**src/rtl/pe_input_loader.sv**
```systemverilog
// ============================================================================
// Module      : pe_input_loader
// Description : Fetches a filter block then an IF block from a 1-cycle-latency
//               memory and writes them into the PE filter / IF buffers.
// Revision    : 1.0 - initial release
// ============================================================================
`default_nettype none

module pe_input_loader #(
    parameter int ADDR_WIDTH = 16,
    parameter int DATA_WIDTH = 32,
    parameter int CNT_WIDTH  = 8
) (
    input  logic                  clk,
    input  logic                  rst,
    input  logic                  start,
    input  logic [ADDR_WIDTH-1:0] filt_base,
    input  logic [CNT_WIDTH-1:0]  filt_count,
    input  logic [ADDR_WIDTH-1:0] if_base,
    input  logic [CNT_WIDTH-1:0]  if_count,
    output logic                  mem_rd,
    output logic [ADDR_WIDTH-1:0] mem_addr,
    input  logic [DATA_WIDTH-1:0] mem_rdata,
    output logic                  filt_wen,
    output logic [DATA_WIDTH-1:0] filt_wdata,
    input  logic                  filt_full,
    output logic                  if_wen,
    output logic [DATA_WIDTH-1:0] if_wdata,
    input  logic                  if_full,
    output logic                  busy,
    output logic                  done
);

    localparam logic [2:0] c_idle  = 3'd0;
    localparam logic [2:0] c_f_rd  = 3'd1;
    localparam logic [2:0] c_f_cap = 3'd2;
    localparam logic [2:0] c_f_wr  = 3'd3;
    localparam logic [2:0] c_i_rd  = 3'd4;
    localparam logic [2:0] c_i_cap = 3'd5;
    localparam logic [2:0] c_i_wr  = 3'd6;
    localparam logic [2:0] c_done  = 3'd7;

    localparam logic [CNT_WIDTH-1:0] c_cnt_zero = '0;
    localparam logic [CNT_WIDTH-1:0] c_cnt_one  = CNT_WIDTH'(1);

    logic [2:0]            r_state;
    logic [2:0]            w_next_state;
    logic [CNT_WIDTH-1:0]  r_idx;
    logic [DATA_WIDTH-1:0] r_hold;
    logic [ADDR_WIDTH-1:0] r_filt_base;
    logic [CNT_WIDTH-1:0]  r_filt_count;
    logic [ADDR_WIDTH-1:0] r_if_base;
    logic [CNT_WIDTH-1:0]  r_if_count;

    logic                  w_filt_last;
    logic                  w_if_last;
    logic [ADDR_WIDTH-1:0] w_base;

    assign w_filt_last = (r_idx == (r_filt_count - c_cnt_one));
    assign w_if_last   = (r_idx == (r_if_count - c_cnt_one));

    // Address wraps modulo 2^ADDR_WIDTH by plain truncation of the sum.
    assign w_base   = (r_state == c_i_rd) ? r_if_base : r_filt_base;
    assign mem_addr = w_base + ADDR_WIDTH'(r_idx);

    assign mem_rd     = (r_state == c_f_rd) || (r_state == c_i_rd);
    assign filt_wen   = (r_state == c_f_wr) && !filt_full;
    assign if_wen     = (r_state == c_i_wr) && !if_full;
    assign filt_wdata = r_hold;
    assign if_wdata   = r_hold;
    assign busy       = (r_state != c_idle);
    assign done       = (r_state == c_done);

    always_comb begin
        w_next_state = r_state;
        case (r_state)
            c_idle: begin
                if (start) begin
                    if (filt_count != c_cnt_zero) begin
                        w_next_state = c_f_rd;
                    end else if (if_count != c_cnt_zero) begin
                        w_next_state = c_i_rd;
                    end else begin
                        w_next_state = c_done;
                    end
                end
            end
            c_f_rd:  w_next_state = c_f_cap;
            c_f_cap: w_next_state = c_f_wr;
            c_f_wr: begin
                if (!filt_full) begin
                    if (!w_filt_last) begin
                        w_next_state = c_f_rd;
                    end else if (r_if_count != c_cnt_zero) begin
                        w_next_state = c_i_rd;
                    end else begin
                        w_next_state = c_done;
                    end
                end
            end
            c_i_rd:  w_next_state = c_i_cap;
            c_i_cap: w_next_state = c_i_wr;
            c_i_wr: begin
                if (!if_full) begin
                    w_next_state = w_if_last ? c_done : c_i_rd;
                end
            end
            c_done:  w_next_state = c_idle;
            default: w_next_state = c_idle;
        endcase
    end

    always_ff @(posedge clk) begin
        if (rst) begin
            r_state      <= c_idle;
            r_idx        <= '0;
            r_hold       <= '0;
            r_filt_base  <= '0;
            r_filt_count <= '0;
            r_if_base    <= '0;
            r_if_count   <= '0;
        end else begin
            r_state <= w_next_state;
            case (r_state)
                c_idle: begin
                    if (start) begin
                        r_filt_base  <= filt_base;
                        r_filt_count <= filt_count;
                        r_if_base    <= if_base;
                        r_if_count   <= if_count;
                        r_idx        <= '0;
                    end
                end
                c_f_cap, c_i_cap: r_hold <= mem_rdata;
                c_f_wr: begin
                    if (!filt_full) begin
                        r_idx <= w_filt_last ? c_cnt_zero : r_idx + c_cnt_one;
                    end
                end
                c_i_wr: begin
                    if (!if_full) begin
                        r_idx <= w_if_last ? c_cnt_zero : r_idx + c_cnt_one;
                    end
                end
                default: ;
            endcase
        end
    end

endmodule

`default_nettype wire

```
**config.mk**
```make
export PLATFORM = sky130hd
export DESIGN_NAME = pe_input_loader
export DESIGN_NICKNAME = d
export VERILOG_FILES = /design/src/rtl/pe_input_loader.sv
export SDC_FILE = /design/constraint.sdc
export NUM_CORES = 1
export LEC_CHECK = 0
export ABC_AREA = 1
export CAP_MARGIN = 25
export CORE_UTILIZATION = 46
export CTS_CLUSTER_SIZE = 16
export DETAILED_ROUTE_END_ITERATION = 8
export PLACE_DENSITY = 0.81
export SYNTH_ARGS = -nofsm -noshare
export SYNTH_HDL_FRONTEND = slang
export SYNTH_SLANG_ARGS = --single-unit
```
**constraint.sdc**
```tcl
create_clock -name clk -period 4.1 [get_ports clk]
set_input_delay 1.025 -clock clk [delete_from_list [all_inputs] [get_ports clk]]
set_output_delay 1.025 -clock clk [all_outputs]
set_load 0.02 [all_outputs]
```
==> reports/metrics.yaml <==
skew_ns: 0.01270
finalCritPeriodShare: 0.9552
insertedDiodeCount: 0
netlist_area_mm2: 0.004970
cts_tree: "done"
slew_violations: 0
max_cap_violations: 0
overflow: 0
crit_type: "reg -> out"
p_total_mw: 4.948
power.density_mw_per_mm2: 727.4
path_cells: "nor2_2 > nand2_2 > buf_4 > o21ai_0 > ha_1 > a21o_1 > a31oi_1 > o21ai_2 > nand3_1 > xor2_1 > inv_1 > dlygate4sd2_1"
port_buffers: 169
arrival_ns: 2.89
start_kind: "register"
grt_pass1_wl_um: 23830
multi_input_area_mm2: 0.002546
std_cell_rows: 37
r2r_slack_ns: 1.88
cts_sinks: 91
fin_ws_ns: 0.1838
synth_cells: 726
drtIter0Drc: 364
ys_ff_latch: 91
clk_latency_ns: 0.37
min_path_type: "reg -> reg"
cp_slowest_cell: "ha_1"
final_common_cell: "clkdlybuf4s50_1"
failed_checks: "DRC"
drcViolationCount: 1
seq_area_mm2: 0.001822
post-place-ws_ns: -0.03087
fillCellCount: 898
crit_required_ns: 3.07
grt_use_total: 0.2666
min-delay-start: "r_if_base[15]"
finalSetupViolations: 0
final_cell_mix: "clkdlybuf4s50_1, nand2_1, nor2_1"
clockBufferDepth: 2
floorplan.die.width_um: 105.9
finalHoldViolCount: 0
die-area_mm2: 0.01122
yosysSeqAreaShare: 0.3666
r2r_cells: 7
core_area_mm2: 0.01042
wirelength_um: 14830
die_h_um: 105.9
io_pins: 170
avgSynthCellArea_um2: 6.845
final_util: 0.6531
finalInstanceArea_mm2: 0.006803
clk_pin_slew_ns: 0.11
synth_cell_types: 35
p_leak_nw: 2.968
holdPathEnd: "r_if_base[15]"
peakVddDrop_mv: 0.4559
whs_path_depth: 2
slowest_delay_ns: 0.35
finalCriticalPeriod_ns: 3.916
cpLargestDelayFamily: "compound AO/OA/AOI/OAI gates"
wl_per_cell_um: 14.82
viasPerCell: 5.234
start_util: 0.4771
drive_above_1_share: 0.06127
cts_buffers: 9
ant_nets: 0
hold_buffers: 0
vias: 5239
outcome: "finished, violations left"
crit_path_end_kind: "output port"
grt_max_degree: 56
r2r_end: "r_filt_count[0]"
h-tree-depth: 3
place_congestion: 0.9102
dpl-instance-area_mm2: 0.006554
tightest_slew_ns: 0.9840
fmax_ghz: 0.2554
fin_nets: 958
critPathBufInv: 3
antenna_found_initial: 0
crit-reg2reg-launch: "r_state[2]"
synth_nets: 824
cp_max_fo: 7
drtPass1Iterations: 9
ys_warn_count: 0
grt_pass1_vias: 5039
rsz0062_at_grt: "false"
dp_hpwl_um: 11050
area_growth_pct: 36.88
clockRootBuffer: "clkbuf_8"
fin_hold_ws_ns: 0.4602
relSlewSlack: 0.3433
==> report_power, final <==
group          switching [mW]  total (mW)  internal, mW
sequential              0.229        1.42          1.19
clock                   0.373       0.617         0.243
combinational            1.73        2.91          1.18
total                    2.33        4.95          2.62
==> synth_stat cells <==
cell	instances	area share
or2_2	1	0.0013
nor4_1	4	0.0050
o21bai_1	3	0.0045
nor2_4	3	0.0068
a21oi_1	59	0.059
o21ai_1	1	0.0010
xnor3_1	1	0.0045
o21ai_0	81	0.082
buf_4	32	0.048
nand4_1	3	0.0038
nor3_1	7	0.0070
buf_6	1	0.0023
nor3_4	1	0.0033
nand3_1	49	0.049
fa_1	1	0.0040
nand3b_1	3	0.0045
o21ai_2	1	0.0018
nor2_1	106	0.080
a21o_1	1	0.0015
a31oi_1	4	0.0050
ha_1	12	0.030
nor2_2	1	0.0013
nor3_2	1	0.0020
xor2_1	17	0.030
buf_2	2	0.0020
clkbuf_1	27	0.020
dfxtp_1	91	0.37
inv_2	2	0.0015
nand3_2	3	0.0060
nand2_2	1	0.0013
inv_1	66	0.050
xnor2_1	6	0.011
inv_4	1	0.0013
nand2_1	133	0.10
o21a_1	1	0.0015
==> how the worst max path moves through the flow <==
stage               startpoint  cells after the start      endpoint  slack (ns)
floorplan           r_state[0]                     15  mem_addr[15]        0.20
global placement    r_state[1]                     13  mem_addr[13]        0.23
detailed placement  r_state[1]                     13  mem_addr[13]       -0.03
CTS                 r_state[1]                     13  mem_addr[13]      0.0009
global route        r_state[1]                     14  mem_addr[11]       0.009
finish              r_state[1]                     12  mem_addr[14]        0.18
==> flip-flops by register name (all words and copies together) (netlist names) <==
register	cells
r_state	3
r_idx	8
r_if_base	16
r_filt_count	8
r_filt_base	16
r_if_count	8
filt_wdata	32
==> worst min-delay path: stages, from the launching register on <==
cell and delay (ns):
dfxtp_1 0.31, inv_1 0.06, a21oi_1 0.05
==> metrics by stage <==
stage / std cells / setup TNS [ns]
after CTS: 998 / 0
final: 1001 / 0
after global placement: 980 / 0
after floorplan: 726 / 0
after detailed placement: 980 / -0.03087
after global routing: 1001 / 0
==> layout make-up <==
type / count / area share
multi-input cells: 505 / 0.3743
repair buffers: 184 / 0.2643
flip-flops and latches: 91 / 0.2678
inverters: 69 / 0.03844
clock inverters: 7 / 0.01196
well taps: 136 / 0.02501
clock buffers: 9 / 0.01821
==> kinds of logic after synthesis <==
family | synth area share
AO/OA/AOI/OAI | 0.1563
XOR/XNOR | 0.04506
adder cells (fa/ha/maj) | 0.03424
buffers and inverters | 0.1256
flip-flops | 0.3666
AND/OR/NAND/NOR | 0.2722
==> layer usage <==
layer	vias to the layer above	wire length, um	track usage
met5	-	0	0
met4	0	366	0.1071
met3	36	1239	0.06744
met2	218	7239	0.4631
met1	2408	5987	0.3130
li1	2577	-	-
==> timing repair <==
| action | 4_1_cts | 5_1_grt |
|---|---|---|
| gates resized for setup | 13 | 13 |
| cloned | 0 | 1 |
| setup endpoints to repair | 10 | 9 |
| setup buffers | 2 | 2 |
| hold endpoints to repair | 0 | 0 |
| pin swaps | 1 | 3 |
Note: power is estimated with default switching activity, not from simulation.
